[src/rtl/irq_pending_arbiter_pkg.sv]
// -----------------------------------------------------------------------------
// irq_pending_arbiter_pkg
// Shared definitions for the pending-interrupt arbiter: request/ID widths,
// the output-stage state encoding and a small ID-to-one-hot helper.
// -----------------------------------------------------------------------------
package irq_pending_arbiter_pkg;

    localparam int NUM_REQ = 4;
    localparam int ID_W    = 2;

    // Output stage: IDLE presents nothing, HOLD presents irq_id until accepted.
    typedef enum logic {
        IDLE = 1'b0,
        HOLD = 1'b1
    } state_t;

    // One-hot mask of the line addressed by id, used to clear a pending bit.
    function automatic logic [NUM_REQ-1:0] id_to_onehot(input logic [ID_W-1:0] id);
        logic [NUM_REQ-1:0] onehot;
        onehot     = '0;
        onehot[id] = 1'b1;
        return onehot;
    endfunction

endpackage : irq_pending_arbiter_pkg

[src/rtl/irq_prio_enc4.sv]
// -----------------------------------------------------------------------------
// irq_prio_enc4
// Fixed-priority encoder, index 3 highest. Purely combinational.
//   in   [3:0]  candidate lines (pending & mask)
//   id   [1:0]  highest set index; 2'b00 when in is all zero
//   any         at least one bit of in is set
// -----------------------------------------------------------------------------
module irq_prio_enc4
    import irq_pending_arbiter_pkg::*;
(
    input  logic [NUM_REQ-1:0] in,
    output logic [ID_W-1:0]    id,
    output logic               any
);

    // NOTE: every output gets a default before the priority chain so no path
    // leaves it unassigned; that keeps this block latch-free and X-free.
    always_comb begin
        id  = 2'd0;
        any = |in;
        if (in[3]) begin
            id = 2'd3;
        end else if (in[2]) begin
            id = 2'd2;
        end else if (in[1]) begin
            id = 2'd1;
        end else begin
            id = 2'd0;
        end
    end

endmodule : irq_prio_enc4

[src/rtl/irq_pending_arbiter.sv]
// -----------------------------------------------------------------------------
// irq_pending_arbiter
// Latches rising edges on four request lines into sticky pending bits, flags
// overruns (a new event on an already-pending line) and hands the highest
// priority unmasked pending line to a consumer over a valid/ready interface.
//   clk        sole clock, rising edge
//   rst_n      asynchronous active-low reset
//   req  [3:0] request lines; a 0->1 transition is one event
//   mask [3:0] per-line issue enable (masked lines still latch)
//   ovr_clr    clears all overrun flags (a same-edge new overrun wins)
//   irq_valid  an encoded request is presented
//   irq_id [1:0] presented line number, 3 highest priority
//   irq_ready  consumer accepts when irq_valid=1
//   pending [3:0] sticky pending bits
//   overrun [3:0] sticky overrun flags
// -----------------------------------------------------------------------------
module irq_pending_arbiter
    import irq_pending_arbiter_pkg::*;
(
    input  logic               clk,
    input  logic               rst_n,
    input  logic [NUM_REQ-1:0] req,
    input  logic [NUM_REQ-1:0] mask,
    input  logic               ovr_clr,
    output logic               irq_valid,
    output logic [ID_W-1:0]    irq_id,
    input  logic               irq_ready,
    output logic [NUM_REQ-1:0] pending,
    output logic [NUM_REQ-1:0] overrun
);

    state_t             state;
    state_t             state_nxt;
    logic [NUM_REQ-1:0] req_q;
    logic [NUM_REQ-1:0] evt;
    logic [NUM_REQ-1:0] clr_vec;
    logic [NUM_REQ-1:0] pending_nxt;
    logic [NUM_REQ-1:0] overrun_nxt;
    logic [ID_W-1:0]    win_id;
    logic               win_any;
    logic               load;

    assign evt = req & ~req_q;

    // Winner is chosen from the registered pending bits only, so an event
    // arriving at the load edge competes from the following edge.
    irq_prio_enc4 u_prio_enc (
        .in  (pending & mask),
        .id  (win_id),
        .any (win_any)
    );

    // Output-stage next state. A load happens from IDLE whenever something is
    // eligible, and from HOLD only when the current ID is being accepted,
    // which gives back-to-back transfers without an idle bubble.
    always_comb begin
        state_nxt = state;
        load      = 1'b0;
        case (state)
            IDLE: begin
                if (win_any) begin
                    load      = 1'b1;
                    state_nxt = HOLD;
                end
            end
            HOLD: begin
                if (irq_ready) begin
                    if (win_any) begin
                        load = 1'b1;
                    end else begin
                        state_nxt = IDLE;
                    end
                end
            end
            default: state_nxt = IDLE;
        endcase
    end

    // A new event on the line being cleared re-sets it (set wins) and is not
    // an overrun because the previous request was just consumed.
    always_comb begin
        clr_vec     = load ? id_to_onehot(win_id) : '0;
        pending_nxt = (pending & ~clr_vec) | evt;
        overrun_nxt = (ovr_clr ? '0 : overrun) | (evt & pending & ~clr_vec);
    end

    // NOTE: all state uses non-blocking assignments so every register samples
    // the pre-edge values of the others, independent of statement order.
    always_ff @(posedge clk or negedge rst_n) begin
        if (!rst_n) begin
            state <= IDLE;
        end else begin
            state <= state_nxt;
        end
    end

    // req_q resets to zero so a line already high at reset release counts as
    // an event on the first edge.
    always_ff @(posedge clk or negedge rst_n) begin
        if (!rst_n) begin
            req_q   <= '0;
            pending <= '0;
            overrun <= '0;
            irq_id  <= '0;
        end else begin
            req_q   <= req;
            pending <= pending_nxt;
            overrun <= overrun_nxt;
            if (load) begin
                irq_id <= win_id;
            end
        end
    end

    assign irq_valid = (state == HOLD);

endmodule : irq_pending_arbiter

[config.mk]
export PLATFORM = sky130hd
export DESIGN_NAME = irq_pending_arbiter
export DESIGN_NICKNAME = d
export VERILOG_FILES = /design/src/rtl/irq_pending_arbiter_pkg.sv /design/src/rtl/irq_prio_enc4.sv /design/src/rtl/irq_pending_arbiter.sv
export SDC_FILE = /design/constraint.sdc
export NUM_CORES = 1
export LEC_CHECK = 0
export ABC_CLOCK_PERIOD_IN_PS = 1900
export CAP_MARGIN = 30
export CORE_MARGIN = 3
export CORE_UTILIZATION = 44
export CTS_BUF_LIST = sky130_fd_sc_hd__clkbuf_4
export CTS_CLUSTER_DIAMETER = 50
export DETAILED_ROUTE_END_ITERATION = 8
export GPL_ROUTABILITY_DRIVEN = 1
export GPL_TIMING_DRIVEN = 1
export HOLD_SLACK_MARGIN = 0.03
export PLACE_DENSITY_LB_ADDON = 0.08
export SYNTH_ARGS = -nofsm -noshare
export SYNTH_HDL_FRONTEND = slang
export SYNTH_SLANG_ARGS = --single-unit
[constraint.sdc]
create_clock -name clk -period 1.9 [get_ports clk]
set_input_delay 0.19 -clock clk [delete_from_list [all_inputs] [get_ports clk]]
set_output_delay 0.19 -clock clk [all_outputs]
set_load 0.01 [all_outputs]
==> out/metrics.cfg, run 1 <==
[setup_path]
cp-end-kind=register
worstPathMaxFanout=7
crit_path_start_kind=register
worstPathRequired_ns=2.07
cp_data_arrival_time_ns=1.71
crit_type=register to register

[global_routing]
track_usage=0.153
grt_pass1_wl_mm=2.04
grt-ovfl-total=0
grt_max_degree=16
first_global_vias=480
antenna_found_initial=0

[clocking]
hold_buffers=0
cts-root-buf=clkbuf_4
worstSkewPairLatency_ns=0.28
cts_setup_buffers=0
path_clk_slew_ns=0.08
cts_tree=built
post_cts_resized=0
htreeDepth=1
cts_max_path_buffers=2
clock_sinks=15
cts-buffers-inserted=3

[cells_and_area]
stdcell_area_sq_um=878
num_antenna_cells=0
regArea_sq_um=375
multiInputGateArea_sq_um=209
syn_to_final_growth_pct=42.1
post_route_cells_drive_above_1_share=0.143
num-nets-final=90
fill_cells=98
fin_util=0.722

[sta]
final-setup-viol-count=0
max_slew.worst_pin.slew_ns=0.661
grt_setup_unrepaired=false
fin_ws_ns=0.359
post-route-period-util=0.811
max_freq_mhz=649
fin_tns_setup_ns=0
maxSlewHeadroom=0.558
slew_viol_final=0
hold_violations=0
fin_crit_ns=1.54
clock_skew_ns=0.00443

[logic_synthesis]
ys_seq_area_frac=0.607
ys_seq_elements=15
syn-num-nets=63
synthesis.area_sq_um=618
synthCells=51
synth_warnings=0
synth.distinct_cells=20
syn_area_per_cell_sq_um=12.1

[hold_path]
hp-class=input pin to asynchronous set/reset pin

[die]
ios=23
dieArea_sq_um=1890
die-height_microns=43.5
die_x_microns=43.5
initial_core_util=0.508
rows=12
design.core.area_sq_um=1220

[route]
vias=482
wl_per_cell_microns=13.3
via_per_inst=5.30
drt_iter0_drc=5
drc=0
drtPass1Iterations=4
drt_wl_total_mm=1.21
ant_nets=0

[power]
leakage_uw=0.000383
power.density_nw_per_um2=893
ir_worst_vdd_v=0.000746

[placement]
port_buffers=22
place_area_sq_um=848
gp_congestion=0.821
dp_slack_ns=0.169

[run_status]
outcome=complete, no violations

[run]
drv_cap=0

cells by family (layout without fill, tap and decap cells):
| logic type | Yosys count | after routing | synth area share |
|---|---|---|---|
| buffers and inverters | 5 | 31 | 0.0547 |
| AO/OA/AOI/OAI | 18 | 18 | 0.213 |
| AND/OR/NAND/NOR | 13 | 13 | 0.125 |
| flip-flops | 15 | 15 | 0.607 |
power by group:
part | total [uW] | internal, uW | switching, uW
combinational | 207 | 124 | 82.2
clock | 188 | 95.7 | 92.4
sequential | 390 | 361 | 29.0
total | 784 | 581 | 204
worst paths after layout:
kind | depth (start not counted) | end | slack [ns] | from
worst max-delay path | 3 | overrun[0] | 0.36 | pending[2]
worst min-delay path | 1 | req_q[0] | 0.31 | rst_n
worst max register to register | 3 | overrun[0] | 0.36 | pending[2]
worst min register to register | 1 | overrun[3] | 0.49 | overrun[3]
max in group asynchronous | 1 | req_q[1] | 1.16 | rst_n
min in group clk | 1 | req_q[0] | 0.37 | req[0]
critical path, cell delays in order, from the launching register on:
cell,delay [ns]
dfrtp_1,0.45
a22o_1,0.24
or4b_4,0.48
a32o_2,0.27
Yosys cell counts:
master      n  share of area
and2_4      1          0.014
nand2_1     4          0.024
a32o_2      1          0.018
o31ai_1     2          0.024
a21bo_2     1          0.016
nor2b_1     2          0.020
nand2b_1    3          0.030
a22o_1      1          0.014
a31oi_1     1          0.010
o2bb2ai_1   3          0.043
nor2_1      1         0.0061
a22oi_1     2          0.024
a21oi_1     1         0.0081
o21ai_0     5          0.040
a21o_2      1          0.014
buf_6       2          0.036
nand3_1     1         0.0081
or4b_4      1          0.022
inv_1       3          0.018
dfrtp_1    15           0.61
sequential cells by signal (all words and copies together) (netlist names):
| register | flops |
|---|---|
| pending | 4 |
| overrun | 4 |
| req_q | 4 |
| irq_valid | 1 |
| irq_id | 2 |
metal layers:
| layer | share of wire | global-route usage | vias up |
|---|---|---|---|
| met4 | 0.014 | 0.0843 | 0 |
| met3 | 0.085 | 0.0788 | 2 |
| met1 | 0.44 | 0.171 | 217 |
| met5 | 0 | 0 | - |
| li1 | - | - | 241 |
| met2 | 0.46 | 0.236 | 22 |
layout make-up:
class,instances,share of cell area
Tap cell,14,0.0199
Multi-Input combinational cell,31,0.238
Sequential cell,15,0.427
Inverter,3,0.0128
Clock buffer,4,0.0342
Timing Repair Buffer,24,0.268
metrics by stage:
stage,hold slack [ns],total power (uW),std cells
6_report,0.310,784,91
5_1_grt,0.348,831,91
4_1_cts,0.323,798,91
3_5_place_dp,0.479,605,87
3_3_place_gp,0.476,601,87
2_1_floorplan,-0.106,485,51
placed cells by master, fill, tap and decap left out, drive strengths merged:
cell	n
a32o	1
a22o	1
and2	1
a21oi	1
nand3	1
a21bo	1
nor2b	2
buf	2
a22oi	2
nand2b	3
inv	3
nor2	1
or4b	1
clkdlybuf4s50	22
a21o	1
o21ai	5
a31oi	1
clkbuf	4
o2bb2ai	3
dfrtp	15
nand2	4
o31ai	2
(Power assumes the default switching activity.)
==> run 2, diff against run 1 <==
--- a/config.mk
+++ b/config.mk
@@ -5,10 +5,10 @@
 export SDC_FILE = /design/constraint.sdc
 export NUM_CORES = 1
 export LEC_CHECK = 0
-export ABC_CLOCK_PERIOD_IN_PS = 1900
+export ABC_CLOCK_PERIOD_IN_PS = 1400
 export CAP_MARGIN = 30
 export CORE_MARGIN = 3
-export CORE_UTILIZATION = 44
+export CORE_UTILIZATION = 40
 export CTS_BUF_LIST = sky130_fd_sc_hd__clkbuf_4
 export CTS_CLUSTER_DIAMETER = 50
 export DETAILED_ROUTE_END_ITERATION = 8
==> constraint.sdc (replaced) <==
create_clock -name clk -period 1.4 [get_ports clk]
set_input_delay 0.14 -clock clk [delete_from_list [all_inputs] [get_ports clk]]
set_output_delay 0.14 -clock clk [all_outputs]
set_load 0.01 [all_outputs]
==> out/metrics.cfg, run 2 (synthesis results as in run 1) <==
[cells_and_area]
num-nets-final=97
num_antenna_cells=0
stdcell_area_sq_um=936
syn_to_final_growth_pct=51.4
instances_no_fill=99
top_regs=overrun: 4 flops, pending: 4 flops, req_q: 4 flops
final_common_cell=clkdlybuf4s50_1
most-common-layout-cells=clkdlybuf4s50_1 (19), dfrtp_1 (15), buf_4 (9)
post_route_cells_drive_above_1_share=0.226

[power]
ir_worst_vdd_v=0.000836
p_int_uw=811
swShare=0.263
leakage_uw=0.000426
power.density_nw_per_um2=1180
power.share.clock=0.235
p_seq_frac=0.470
power_switching_uw=289
p_comb_frac=0.295
p_total_uw=1100

[setup_path]
cp_data_arrival_time_ns=1.63
crit_path_start_kind=register
worstPathRequired_ns=1.57
regToRegEndpoint=overrun[0]
crit_type=register to register
r2r_cells=3
r2r_slack_ns=-0.06
reg2reg_from=pending[2]
worstPathMaxFanout=2
cp-end-kind=register

[placement]
place_area_sq_um=902
place_inst=94
gp_congestion=0.860
dp_hpwl_microns=979
port_buffers=22
dp_slack_ns=-0.271

[sta]
max_slew.worst_pin.slew_ns=0.316
slew_viol_final=0
max_freq_mhz=686
final-setup-viol-count=1
post-route-period-util=1.04
grt_setup_unrepaired=true
clock_skew_ns=0.00139
hold_violations=0
fin_ws_ns=-0.0574
timing.hold.ws_ns=0.174
maxSlewHeadroom=0.787
fin_crit_ns=1.46

[die]
die-height_microns=45.3
design.core.area_sq_um=1370
initial_core_util=0.452
dieArea_sq_um=2050
rows=13
ios=23
die_x_microns=45.3

[global_routing]
grt_pass1_wl_mm=2.16
antenna_found_initial=0
first_global_vias=506
grt-ovfl-total=0
grt_max_degree=16
track_usage=0.153

[route]
vias=495
drc=0
drt_iter0_drc=11
drtPass1Iterations=4
ant_nets=0
via_per_inst=5.00
drt_wl_total_mm=1.24
wl_per_cell_microns=12.5

[clocking]
htreeDepth=1
cts_tree=built
cts-buffers-inserted=3
path_clk_slew_ns=0.08
hold_buffers=0
worstSkewPairLatency_ns=0.28
cts_max_path_buffers=2
cts-root-buf=clkbuf_4
clock_sinks=15

[hold_path]
hp-class=input pin to asynchronous set/reset pin

[run]
drv_cap=0

[run_status]
outcome=complete, but fails checks
violations=setup timing

## run 2: repair_timing
| action | CTS | global route |
|---|---|---|
| setup buffers | 1 | 0 |
| setup endpoints to repair | 6 | 2 |
| pin swaps | 0 | 1 |
| resized for setup | 3 | 0 |
## run 2: worst max path at each step
stage	end	cells past startpoint	from
after floorplan	overrun[0]	4	irq_valid
final	overrun[0]	3	pending[2]
after detailed placement	overrun[0]	4	mask[2]
after global routing	overrun[0]	3	pending[1]
after CTS	overrun[0]	3	pending[2]
after global placement	overrun[0]	4	mask[2]
## run 2: critical path: stages, from the launching register on
cell and delay (ns):
dfrtp_1 0.39, a22o_1 0.21, or4b_4 0.49, a32o_2 0.27
## run 2: layout make-up
cell class / count / area, sq um
Clock buffer: 4 / 30.0
Inverter: 3 / 11.3
Timing Repair Buffer: 31 / 284
Multi-Input combinational cell: 31 / 216
Tap cell: 15 / 18.8
Sequential cell: 15 / 375
Fill cell: 114 / 430
## run 2: metal layers
metal / track usage / routed length, microns / vias up
met5: 0 / 0 / -
met4: 0.105 / 0 / 0
met3: 0.0239 / 97 / 0
met2: 0.240 / 573 / 23
met1: 0.190 / 571 / 222
li1: - / - / 250
## run 2: per-stage QoR
step | util | TNS (ns)
finish | 0.685 | -0.0574
global route | 0.685 | -0.125
CTS | 0.685 | -0.0895
detailed placement | 0.660 | -0.616
global placement | 0.660 | -0.600
floorplan | - | -0.240
## run 2: power by group through the flow
| stage | clock (uW) | sequential [uW] | combinational, uW |
|---|---|---|---|
| finish | 258 | 517 | 325 |
| CTS | 272 | 518 | 328 |
| global placement | 0 | 529 | 321 |
| detailed placement | 0 | 531 | 325 |
| global route | 290 | 525 | 355 |
| floorplan | 0 | 559 | 102 |
==> run 3, diff against run 2 <==
--- a/config.mk
+++ b/config.mk
@@ -6,10 +6,9 @@
 export NUM_CORES = 1
 export LEC_CHECK = 0
 export ABC_CLOCK_PERIOD_IN_PS = 1400
-export CAP_MARGIN = 30
 export CORE_MARGIN = 3
 export CORE_UTILIZATION = 40
-export CTS_BUF_LIST = sky130_fd_sc_hd__clkbuf_4
+export CTS_BUF_LIST = sky130_fd_sc_hd__clkbuf_8
 export CTS_CLUSTER_DIAMETER = 50
 export DETAILED_ROUTE_END_ITERATION = 8
 export GPL_ROUTABILITY_DRIVEN = 1
==> out/metrics.cfg, run 3 (synthesis results as in run 1) <==
[setup_path]
crit_type=register to register
r2r_cells=3
worstPathRequired_ns=1.53
crit_path_start_kind=register
cp_data_arrival_time_ns=1.58
r2r_slack_ns=-0.06
worstPathMaxFanout=2
reg2reg_from=pending[2]
regToRegEndpoint=overrun[0]
cp-end-kind=register

[cells_and_area]
final_common_cell=clkdlybuf4s50_1
post_route_cells_drive_above_1_share=0.217
top_regs=overrun: 4 flops, pending: 4 flops, req_q: 4 flops
num_antenna_cells=0
syn_to_final_growth_pct=54.0
most-common-layout-cells=clkdlybuf4s50_1 (19), dfrtp_1 (14), buf_4 (8)
num-nets-final=96

[route]
wl_per_cell_microns=12.7
drt_iter0_drc=10
via_per_inst=4.97
vias=487
drtPass1Iterations=4
ant_nets=0
drc=0
drt_wl_total_mm=1.25

[run_status]
outcome=complete, but fails checks
violations=setup timing

[clocking]
clock_sinks=15
hold_buffers=0
path_clk_slew_ns=0.06
cts-buffers-inserted=3
worstSkewPairLatency_ns=0.24
cts_tree=built
cts_max_path_buffers=2
htreeDepth=1
cts-root-buf=clkbuf_8

[placement]
gp_congestion=0.860
dp_slack_ns=-0.271
dp_hpwl_microns=979
port_buffers=22

[power]
leakage_uw=0.000443
power.density_nw_per_um2=1230
ir_worst_vdd_v=0.000712
p_total_uw=1170

[sta]
hold_violations=0
clock_skew_ns=0.00478
max_freq_mhz=687
maxSlewHeadroom=0.785
fin_ws_ns=-0.0561
fin_crit_ns=1.46
fin_tns_setup_ns=-0.0561
post-route-period-util=1.04
grt_setup_unrepaired=true
slew_viol_final=0
max_slew.worst_pin.slew_ns=0.319
final-setup-viol-count=1

[die]
rows=13
die_x_microns=45.3
initial_core_util=0.452
die-height_microns=45.3
dieArea_sq_um=2050
ios=23
design.core.area_sq_um=1370

[global_routing]
grt-ovfl-total=0
first_global_vias=523
antenna_found_initial=0
grt_max_degree=16
grt_pass1_wl_mm=2.19
track_usage=0.153

[run]
drv_cap=0

[hold_path]
hp-class=input pin to asynchronous set/reset pin

run 3: changes by cell type in the layout (fill, tap and decap cells not counted), sizes merged:
| cell | delta |
|---|---|
| dlymetal6s2s | +2 |
| dlygate4sd2 | -2 |
| buf | -1 |
| clkbuf | -1 |
| inv | +1 |
run 3: worst max path at each step:
stage,start,endpoint,slack [ns],cells after the start
6_report,pending[2],overrun[0],-0.06,3
5_1_grt,pending[1],overrun[0],-0.09,3
4_1_cts,pending[2],overrun[0],-0.06,3
3_5_place_dp,mask[2],overrun[0],-0.27,4
3_3_place_gp,mask[2],overrun[0],-0.26,4
2_1_floorplan,irq_valid,overrun[0],-0.15,4
run 3: power by group:
group | internal [uW] | switching [uW] | leakage (uW)
sequential | 492 | 32.1 | 0.000174
combinational | 189 | 128 | 0.000242
clock | 194 | 138 | 0.0000269
total | 874 | 297 | 0.000443
run 3: cell type report:
type	instances	area (sq um)
fill	111	414
sequential	15	377
timing repair buffer	30	284
multi-input combinational	31	216
clock buffer	3	41.3
tap	15	18.8
inverter	3	11.3
clock inverter	1	3.75
run 3: per-stage QoR:
| stage | area (sq um) | util | instances | hold WS (ns) |
|---|---|---|---|---|
| 3_5_place_dp | 902 | 0.660 | 94 | 0.475 |
| 2_1_floorplan | 626 | - | 51 | -0.156 |
| 4_1_cts | 946 | 0.692 | 98 | 0.222 |
| 5_1_grt | 952 | 0.697 | 98 | 0.231 |
| 3_3_place_gp | 902 | 0.660 | 94 | 0.473 |
| 6_report | 952 | 0.697 | 98 | 0.214 |
run 3: routing by layer:
layer  wire length (microns)  part of all wire  track usage  vias to the layer above
li1                        -                 -            -                      245
met1                     567              0.46        0.190                      216
met2                     569              0.46        0.243                       26
met3                     108             0.087       0.0359                        0
met4                       0                 0       0.0819                        0
met5                       0                 0            0                        -
run 3: worst max-delay path, stage by stage, from the launching register on:
cell,delay [ns]
dfrtp_1,0.38
a22o_1,0.20
or4b_4,0.49
a32o_2,0.27
run 3: what timing repair did:
action | 4_1_cts | 5_1_grt
pin swaps | 0 | 1
gates resized for setup | 1 | 3
setup buffers | 0 | 0
endpoints found under the hold margin | 0 | 0
endpoints found under the setup margin | 3 | 5
